==> src/rtl/jpeg_bank_sched.sv <==
// Ping-pong bank scheduler between a word-writing producer (DMA) and a
// block consumer (DCT controller). Two input-BRAM banks each hold one
// 8x8 block of WPB words; a run moves cfg_nblocks_i blocks through them.
module jpeg_bank_sched #(
   parameter int WPB = 16
) (
   input  logic                     clk_i,
   input  logic                     rstn_i,
   input  logic                     start_i,
   input  logic                     abort_i,
   input  logic [15:0]              cfg_nblocks_i,
   input  logic                     prod_wr_i,
   output logic                     prod_rdy_o,
   output logic                     wr_en_o,
   output logic [$clog2(WPB):0]     wr_adr_o,
   output logic                     cons_start_o,
   output logic                     cons_bank_o,
   input  logic                     cons_done_i,
   output logic                     busy_o,
   output logic                     done_o,
   output logic                     err_o,
   output logic [15:0]              blk_cnt_o
);

   localparam int AW = $clog2(WPB);

   typedef enum logic [1:0] {IDLE, RUN, DONE} state_t;

   state_t        state_q, state_d;
   logic [1:0]    full_q, full_d;
   logic          wbank_q, wbank_d;
   logic          rbank_q, rbank_d;
   logic [AW-1:0] wcnt_q, wcnt_d;
   logic          cbusy_q, cbusy_d;
   logic [15:0]   filled_q, filled_d;
   logic [15:0]   consumed_q, consumed_d;
   logic [15:0]   nblk_q, nblk_d;
   logic          err_q, err_d;
   logic          cons_start_q, cons_start_d;

   // Outputs are decoded straight from registered state (write path is zero latency)
   always_comb begin
      prod_rdy_o   = (state_q == RUN) & ~full_q[wbank_q] & (filled_q < nblk_q);
      wr_en_o      = prod_wr_i & prod_rdy_o;
      wr_adr_o     = {wbank_q, wcnt_q};
      cons_start_o = cons_start_q;
      cons_bank_o  = rbank_q;
      busy_o       = (state_q == RUN) | (state_q == DONE);
      done_o       = (state_q == DONE);
      err_o        = err_q;
      blk_cnt_o    = consumed_q;
   end

   // Next-state: run FSM, bank fill/drain bookkeeping, consumer handshake, error flag
   always_comb begin
      state_d      = state_q;
      full_d       = full_q;
      wbank_d      = wbank_q;
      rbank_d      = rbank_q;
      wcnt_d       = wcnt_q;
      cbusy_d      = cbusy_q;
      filled_d     = filled_q;
      consumed_d   = consumed_q;
      nblk_d       = nblk_q;
      err_d        = err_q;
      cons_start_d = 1'b0;

      if (abort_i) begin
         // Abort overrides everything; the error flag survives so software can see it
         state_d    = IDLE;
         full_d     = 2'b00;
         wbank_d    = 1'b0;
         rbank_d    = 1'b0;
         wcnt_d     = '0;
         cbusy_d    = 1'b0;
         filled_d   = '0;
         consumed_d = '0;
      end else begin
         case (state_q)
            IDLE: begin
               if (start_i) begin
                  nblk_d     = cfg_nblocks_i;
                  full_d     = 2'b00;
                  wbank_d    = 1'b0;
                  rbank_d    = 1'b0;
                  wcnt_d     = '0;
                  cbusy_d    = 1'b0;
                  filled_d   = '0;
                  consumed_d = '0;
                  err_d      = 1'b0;
                  state_d    = (cfg_nblocks_i == 16'd0) ? DONE : RUN;
               end
            end
            RUN:     if (consumed_q == nblk_q) state_d = DONE;
            DONE:    state_d = IDLE;
            default: state_d = IDLE;
         endcase

         // Producer side: last word of a block seals the bank and flips the write pointer
         if (wr_en_o) begin
            if (wcnt_q == AW'(WPB - 1)) begin
               wcnt_d          = '0;
               full_d[wbank_q] = 1'b1;
               wbank_d         = ~wbank_q;
               filled_d        = filled_q + 16'd1;
            end else begin
               wcnt_d = wcnt_q + AW'(1);
            end
         end

         // Consumer side: the filling bank is never full, so this never touches the same flag
         if (cons_done_i && cbusy_q) begin
            full_d[rbank_q] = 1'b0;
            rbank_d         = ~rbank_q;
            cbusy_d         = 1'b0;
            consumed_d      = consumed_q + 16'd1;
         end

         // Launch the consumer on a full bank; busy blocks a relaunch until done returns
         if ((state_q == RUN) && !cbusy_q && full_q[rbank_q]) begin
            cons_start_d = 1'b1;
            cbusy_d      = 1'b1;
         end

         if ((prod_wr_i && !prod_rdy_o) || (cons_done_i && !cbusy_q))
            err_d = 1'b1;
      end
   end

   // State register with synchronous active-low reset
   always_ff @(posedge clk_i) begin
      if (!rstn_i) begin
         state_q      <= IDLE;
         full_q       <= 2'b00;
         wbank_q      <= 1'b0;
         rbank_q      <= 1'b0;
         wcnt_q       <= '0;
         cbusy_q      <= 1'b0;
         filled_q     <= '0;
         consumed_q   <= '0;
         nblk_q       <= '0;
         err_q        <= 1'b0;
         cons_start_q <= 1'b0;
      end else begin
         state_q      <= state_d;
         full_q       <= full_d;
         wbank_q      <= wbank_d;
         rbank_q      <= rbank_d;
         wcnt_q       <= wcnt_d;
         cbusy_q      <= cbusy_d;
         filled_q     <= filled_d;
         consumed_q   <= consumed_d;
         nblk_q       <= nblk_d;
         err_q        <= err_d;
         cons_start_q <= cons_start_d;
      end
   end

endmodule

==> config.mk <==
export PLATFORM = sky130hd
export DESIGN_NAME = jpeg_bank_sched
export DESIGN_NICKNAME = d
export VERILOG_FILES = /design/src/rtl/jpeg_bank_sched.sv
export SDC_FILE = /design/constraint.sdc
export NUM_CORES = 1
export LEC_CHECK = 0
export CELL_PAD_IN_SITES_DETAIL_PLACEMENT = 1
export CELL_PAD_IN_SITES_GLOBAL_PLACEMENT = 2
export CORE_AREA = 10 10 112 114
export CTS_CLUSTER_DIAMETER = 200
export DETAILED_ROUTE_END_ITERATION = 10
export DIE_AREA = 0 0 122 124
export GPL_ROUTABILITY_DRIVEN = 0
export PLACE_DENSITY = 0.88
export SLEW_MARGIN = 40
export SYNTH_ARGS = -nofsm -noshare
export SYNTH_HDL_FRONTEND = slang
export SYNTH_SLANG_ARGS = --single-unit
==> constraint.sdc <==
create_clock -name clk_i -period 3.7 [get_ports clk_i]
set_input_delay 0.555 -clock clk_i [delete_from_list [all_inputs] [get_ports clk_i]]
set_output_delay 0.555 -clock clk_i [all_outputs]
set_load 0.02 [all_outputs]
==> results of run 1 <==
[sequential cells by signal (all words and copies together) (netlist names), 2 cells and up]
name / flops
state_q: 2
full_q: 2
wcnt_q: 4
filled_q: 16
blk_cnt_o: 16
nblk_q: 16
[routing by layer]
metal | vias to the layer above | routed length (um) | GRT usage
li1 | 1627 | - | -
met2 | 52 | 5160 | 0.239
met3 | 12 | 389 | 0.0271
met4 | 0 | 160 | 0.0529
met5 | - | 0 | 0
met1 | 1631 | 5150 | 0.193
[path summary, 6_finish.rpt]
check / startpoint / depth (start not counted) / endpoint
max: wbank_q / 6 / wr_en_o
min: nblk_q[9] / 2 / nblk_q[9]
max reg2reg: wcnt_q[0] / 7 / full_q[1]
min reg2reg: nblk_q[9] / 2 / nblk_q[9]
[kinds of logic (layout without fill, tap and decap cells)]
logic type / Yosys count / count (layout) / synth area share
compound gates: 84 / 84 / 0.170
simple gates: 189 / 189 / 0.259
flops: 61 / 61 / 0.354
mux: 6 / 6 / 0.0178
buf+inv: 38 / 95 / 0.0439
fa+ha+maj: 21 / 21 / 0.0762
xor+xnor: 31 / 31 / 0.0788
[per-stage QoR]
step                power [mW]  instance area, um2
global route              1.56                4310
detailed placement       0.847                4100
finish                    1.50                4310
global placement         0.843                4100
floorplan                0.777                3450
CTS                       1.51                4310
[cells in the final DEF, fill, tap and decap left out, types with 3 or more instances in the layout]
cell,count
sky130_fd_sc_hd__a21boi_0,16
sky130_fd_sc_hd__a21oi_1,14
sky130_fd_sc_hd__and3_1,7
sky130_fd_sc_hd__and4_1,4
sky130_fd_sc_hd__buf_4,7
sky130_fd_sc_hd__clkbuf_8,9
sky130_fd_sc_hd__clkdlybuf4s50_1,49
sky130_fd_sc_hd__dfxtp_1,61
sky130_fd_sc_hd__ha_1,21
sky130_fd_sc_hd__inv_1,22
sky130_fd_sc_hd__mux2i_1,5
sky130_fd_sc_hd__nand2_1,71
sky130_fd_sc_hd__nand3_1,25
sky130_fd_sc_hd__nand4_1,15
sky130_fd_sc_hd__nor2_1,41
sky130_fd_sc_hd__nor2b_1,3
sky130_fd_sc_hd__nor3_1,8
sky130_fd_sc_hd__nor4_1,5
sky130_fd_sc_hd__o211ai_1,6
sky130_fd_sc_hd__o21ai_0,12
sky130_fd_sc_hd__o21ai_1,10
sky130_fd_sc_hd__xnor2_1,18
sky130_fd_sc_hd__xor2_1,13
[cell type report]
class | count | area, um2 | share of cell area
inverters | 23 | 86.3 | 0.0200
multi-input cells | 331 | 2080 | 0.482
well taps | 136 | 170 | 0.0395
repair buffers | 56 | 543 | 0.126
flip-flops and latches | 61 | 1220 | 0.283
clock inverters | 6 | 86.3 | 0.0200
clock buffers | 10 | 128 | 0.0296
[where the power goes]
part / switching [mW] / internal, mW
registers: 0.0102 / 0.667
logic: 0.0906 / 0.0652
clock network: 0.287 / 0.380
[critical path, stage by stage (launching register included)]
cell                              delay (ps)
sky130_fd_sc_hd__dfxtp_1                 440
sky130_fd_sc_hd__mux2i_1                 350
sky130_fd_sc_hd__o2111ai_1               290
sky130_fd_sc_hd__a31oi_4                 300
sky130_fd_sc_hd__nand3_4                 230
sky130_fd_sc_hd__inv_2                   240
sky130_fd_sc_hd__clkdlybuf4s50_1         650
[what timing repair did]
action | 4_1_cts | 5_1_grt
endpoints found under the setup margin | 0 | 1
resized for setup | 0 | 1
hold buffers | 0 | 0
==> results.txt, run 1 <==
vias per std cell = 5.33
post-synth top area share = 0.354
initial antenna violation count = 0
type of the worst min-delay path = register to register
# H-tree levels = 3
setup violation total in the final timing report = 0
main flop type after synthesis = sky130_fd_sc_hd__dfxtp_1
cell type with the highest aggregate area in the netlist = sky130_fd_sc_hd__dfxtp_1
Static Leak = 1.52 nW
CTS tree = done
total CTS buffers = 9
clock tree root driver cell = sky130_fd_sc_hd__clkbuf_8
async set-reset flop share out of synthesis = 0
maximum ir drop on the vdd rail = 0.145 mV
timing-limited maximum frequency = 0.294 GHz
total count of max-transition violations in the final report = 0
overflow left after global routing = 0
fin util = 0.422
Post-synth top cells = sky130_fd_sc_hd__nand2_1, sky130_fd_sc_hd__dfxtp_1, sky130_fd_sc_hd__nor2_1, sky130_fd_sc_hd__nand3_1, sky130_fd_sc_hd__inv_1
reported max-cap violation count = 0
relative max-transition margin = 0.550
filler-free cell count of the finished design = 623
run status = finished clean
Avg WL per Cell = 17.4 um
setup slack on the worst flop-to-flop path = 1390 ps
area of the placeable core = 10,200 um2
number of rows created at floorplan = 37
floorplan die area = 15,100 um2
crit path kind = register to output pin
setup repair after global routing missed its margin = no
share of final-layout standard cells stronger than drive strength 1 = 0.0616
gate count after technology mapping = 430
Setup WS post-layout = 296 ps
power per unit of standard cell area = 348 nW/um2
Cell variety after synth = 53
fill cell instance count of the final layout = 1,249
number of enable-type register cells in the synthesized netlist = 0
Area Overhead vs Synth = 25.1%
Total Routed Length = 10,900 um
maximum number of pins on one net before global-route repair = 21
DRC violation count after routing = 0
Synth Area per Inst = 8.02 um2
global-route wire length before repair = 18,100 um
most numerous cell in the Yosys netlist = sky130_fd_sc_hd__nand2_1
netlist area before placement = 3450 um2
sinks on the clock net = 61
top cells by area in the synthesized netlist = sky130_fd_sc_hd__dfxtp_1, sky130_fd_sc_hd__nand2_1, sky130_fd_sc_hd__ha_1, sky130_fd_sc_hd__xnor2_1, sky130_fd_sc_hd__nor2_1
x dimension of the die = 122 um
Synth Net Count = 473
YS warnings = 0
placed cells = 607
setup slack after placement = 525 ps
crit start category = register
sort of element at the end of the critical path = output pin
via count of the routed design = 3,322
final hold vios = 0
Worst EP required = 3140 ps
Final #Nets = 525
minimum clock period = 3400 ps
first-pass iteration count of the detailed router = 4
final antenna diode count = 0
setup skew after layout = 11.4 ps
port bufs = 49
die extent in y = 124 um
share of the yosys chip area belonging to registers = 0.354
Tightest Pin Transition = 673 ps
crit share post-route = 0.920
total of flip-flops plus latches after synthesis = 61
Initial Utilization = 0.337
Detailed Route Iter0 Violations = 197
number of buffers on the longest clock path = 2
ports placed on the boundary = 50
Detail Placement HPWL = 8410 um
maximum fanout along the worst path = 17
combined global-route utilization of all metal layers = 0.148
vias in the first global route = 3,454
setup TNS = 0 ps
Worst Hold Margin = 494 ps
setup fix buffers added after clock tree synthesis = 0
clock latency of the later-clocked register in the worst-skew pair = 350 ps
Worst Path Arrival = 2850 ps
clock input transition at the sequential cells of the worst setup and hold paths = 80 ps
ANT nets after route = 0
(Power assumes the default switching activity.)
==> run 2: changes to the inputs <==
- RECOVER_POWER: not set -> 50
==> run 2 against run 1 <==
Core utilization is 0.18 points lower. Power fell by 0.28%. Sequential power about the same. Highest routed layer unchanged. Critical path type unchanged. Final cell count did not move. Clock power about the same.
==> results.txt, run 2 (same netlist as run 1, synthesis figures left out) <==
die extent in y = 124 um
final hold vios = 0
type of the worst min-delay path = register to register
clock input transition at the sequential cells of the worst setup and hold paths = 80 ps
Tightest Pin Transition = 966 ps
first-pass iteration count of the detailed router = 4
Worst EP required = 3140 ps
setup fix buffers added after clock tree synthesis = 0
Total Routed Length = 10,900 um
Avg WL per Cell = 17.4 um
reported max-cap violation count = 0
number of rows created at floorplan = 37
minimum clock period = 3410 ps
share of final-layout standard cells stronger than drive strength 1 = 0.0513
ANT nets after route = 0
vias per std cell = 5.35
Initial Utilization = 0.337
sinks on the clock net = 61
Area Overhead vs Synth = 24.6%
Worst Path Arrival = 2860 ps
Detailed Route Iter0 Violations = 178
crit share post-route = 0.922
relative max-transition margin = 0.356
placed cells = 607
setup slack after placement = 525 ps
global-route wire length before repair = 18,100 um
CTS tree = done
setup violation total in the final timing report = 0
Final Power = 1.50 mW
Worst Hold Margin = 497 ps
maximum fanout along the worst path = 17
maximum ir drop on the vdd rail = 0.151 mV
final antenna diode count = 0
filler-free cell count of the finished design = 623
vias in the first global route = 3,454
floorplan die area = 15,100 um2
Static Leak = 1.56 nW
highest-count cells in the layout ignoring fill and taps = sky130_fd_sc_hd__nand2_1, sky130_fd_sc_hd__dfxtp_1, sky130_fd_sc_hd__nor2_1, sky130_fd_sc_hd__clkdlybuf4s50_1, sky130_fd_sc_hd__nand3_1
total CTS buffers = 9
Final #Nets = 525
x dimension of the die = 122 um
via count of the routed design = 3,335
DRC violation count after routing = 0
run status = finished clean
crit start category = register
hold buffer count at CTS = 0
maximum number of pins on one net before global-route repair = 21
combined global-route utilization of all metal layers = 0.148
setup TNS = 0 ps
Resized cells post-CTS = 0
most common cell after layout, fill and taps aside = sky130_fd_sc_hd__nand2_1
fill cell instance count of the final layout = 1,251
port bufs = 49
setup skew after layout = 12.7 ps
total count of max-transition violations in the final report = 0
Setup WS post-layout = 289 ps
initial antenna violation count = 0
number of buffers on the longest clock path = 2
timing-limited maximum frequency = 0.293 GHz
ports placed on the boundary = 50
setup repair after global routing missed its margin = no
Detail Placement HPWL = 8410 um
clock tree root driver cell = sky130_fd_sc_hd__clkbuf_8
sort of element at the end of the critical path = output pin
crit path kind = register to output pin
area of the placeable core = 10,200 um2
clock latency of the later-clocked register in the worst-skew pair = 350 ps
power per unit of standard cell area = 348 nW/um2
# H-tree levels = 3
overflow left after global routing = 0
## run 2: worst paths after layout
check                               start         to  slack (ps)  cells after the start
worst max register to register  wcnt_q[0]  full_q[1]        1380                      7
worst max-delay path              wbank_q    wr_en_o         290                      6
worst min register to register  nblk_q[9]  nblk_q[9]         500                      2
worst min-delay path            nblk_q[9]  nblk_q[9]         500                      2
## run 2: layout make-up
cell class,count,area (um2),share of cell area
clock inverter,6,86.3,0.0201
multi-input combinational,331,2080,0.484
sequential,61,1220,0.284
timing repair buffer,56,524,0.122
tap,136,170,0.0396
inverter,23,86.3,0.0201
clock buffer,10,128,0.0297
## run 2: stage by stage
step	cell area [um2]	util
6_report	4290	0.420
5_1_grt	4290	0.420
4_1_cts	4310	0.421
3_5_place_dp	4100	0.400
3_3_place_gp	4100	0.400
2_1_floorplan	3450	-
## run 2: metal layers
metal | part of all wire | global-route usage | wire length (um)
met1 | 0.47 | 0.193 | 5080
met2 | 0.48 | 0.239 | 5170
met3 | 0.039 | 0.0271 | 419
met4 | 0.017 | 0.0529 | 181
met5 | 0 | 0 | 0
## run 2: worst max-delay path, cell delays in order (launching register included)
cell                              delay, ps
sky130_fd_sc_hd__dfxtp_1                430
sky130_fd_sc_hd__mux2i_1                350
sky130_fd_sc_hd__o2111ai_1              290
sky130_fd_sc_hd__a31oi_4                300
sky130_fd_sc_hd__nand3_4                230
sky130_fd_sc_hd__inv_2                  250
sky130_fd_sc_hd__clkdlybuf4s50_1        650
## run 2: report_power, final
group	total (mW)	internal (mW)	switching [mW]
registers	0.677	0.667	0.0101
clock network	0.667	0.379	0.287
logic	0.152	0.0618	0.0899
total	1.50	1.11	0.387
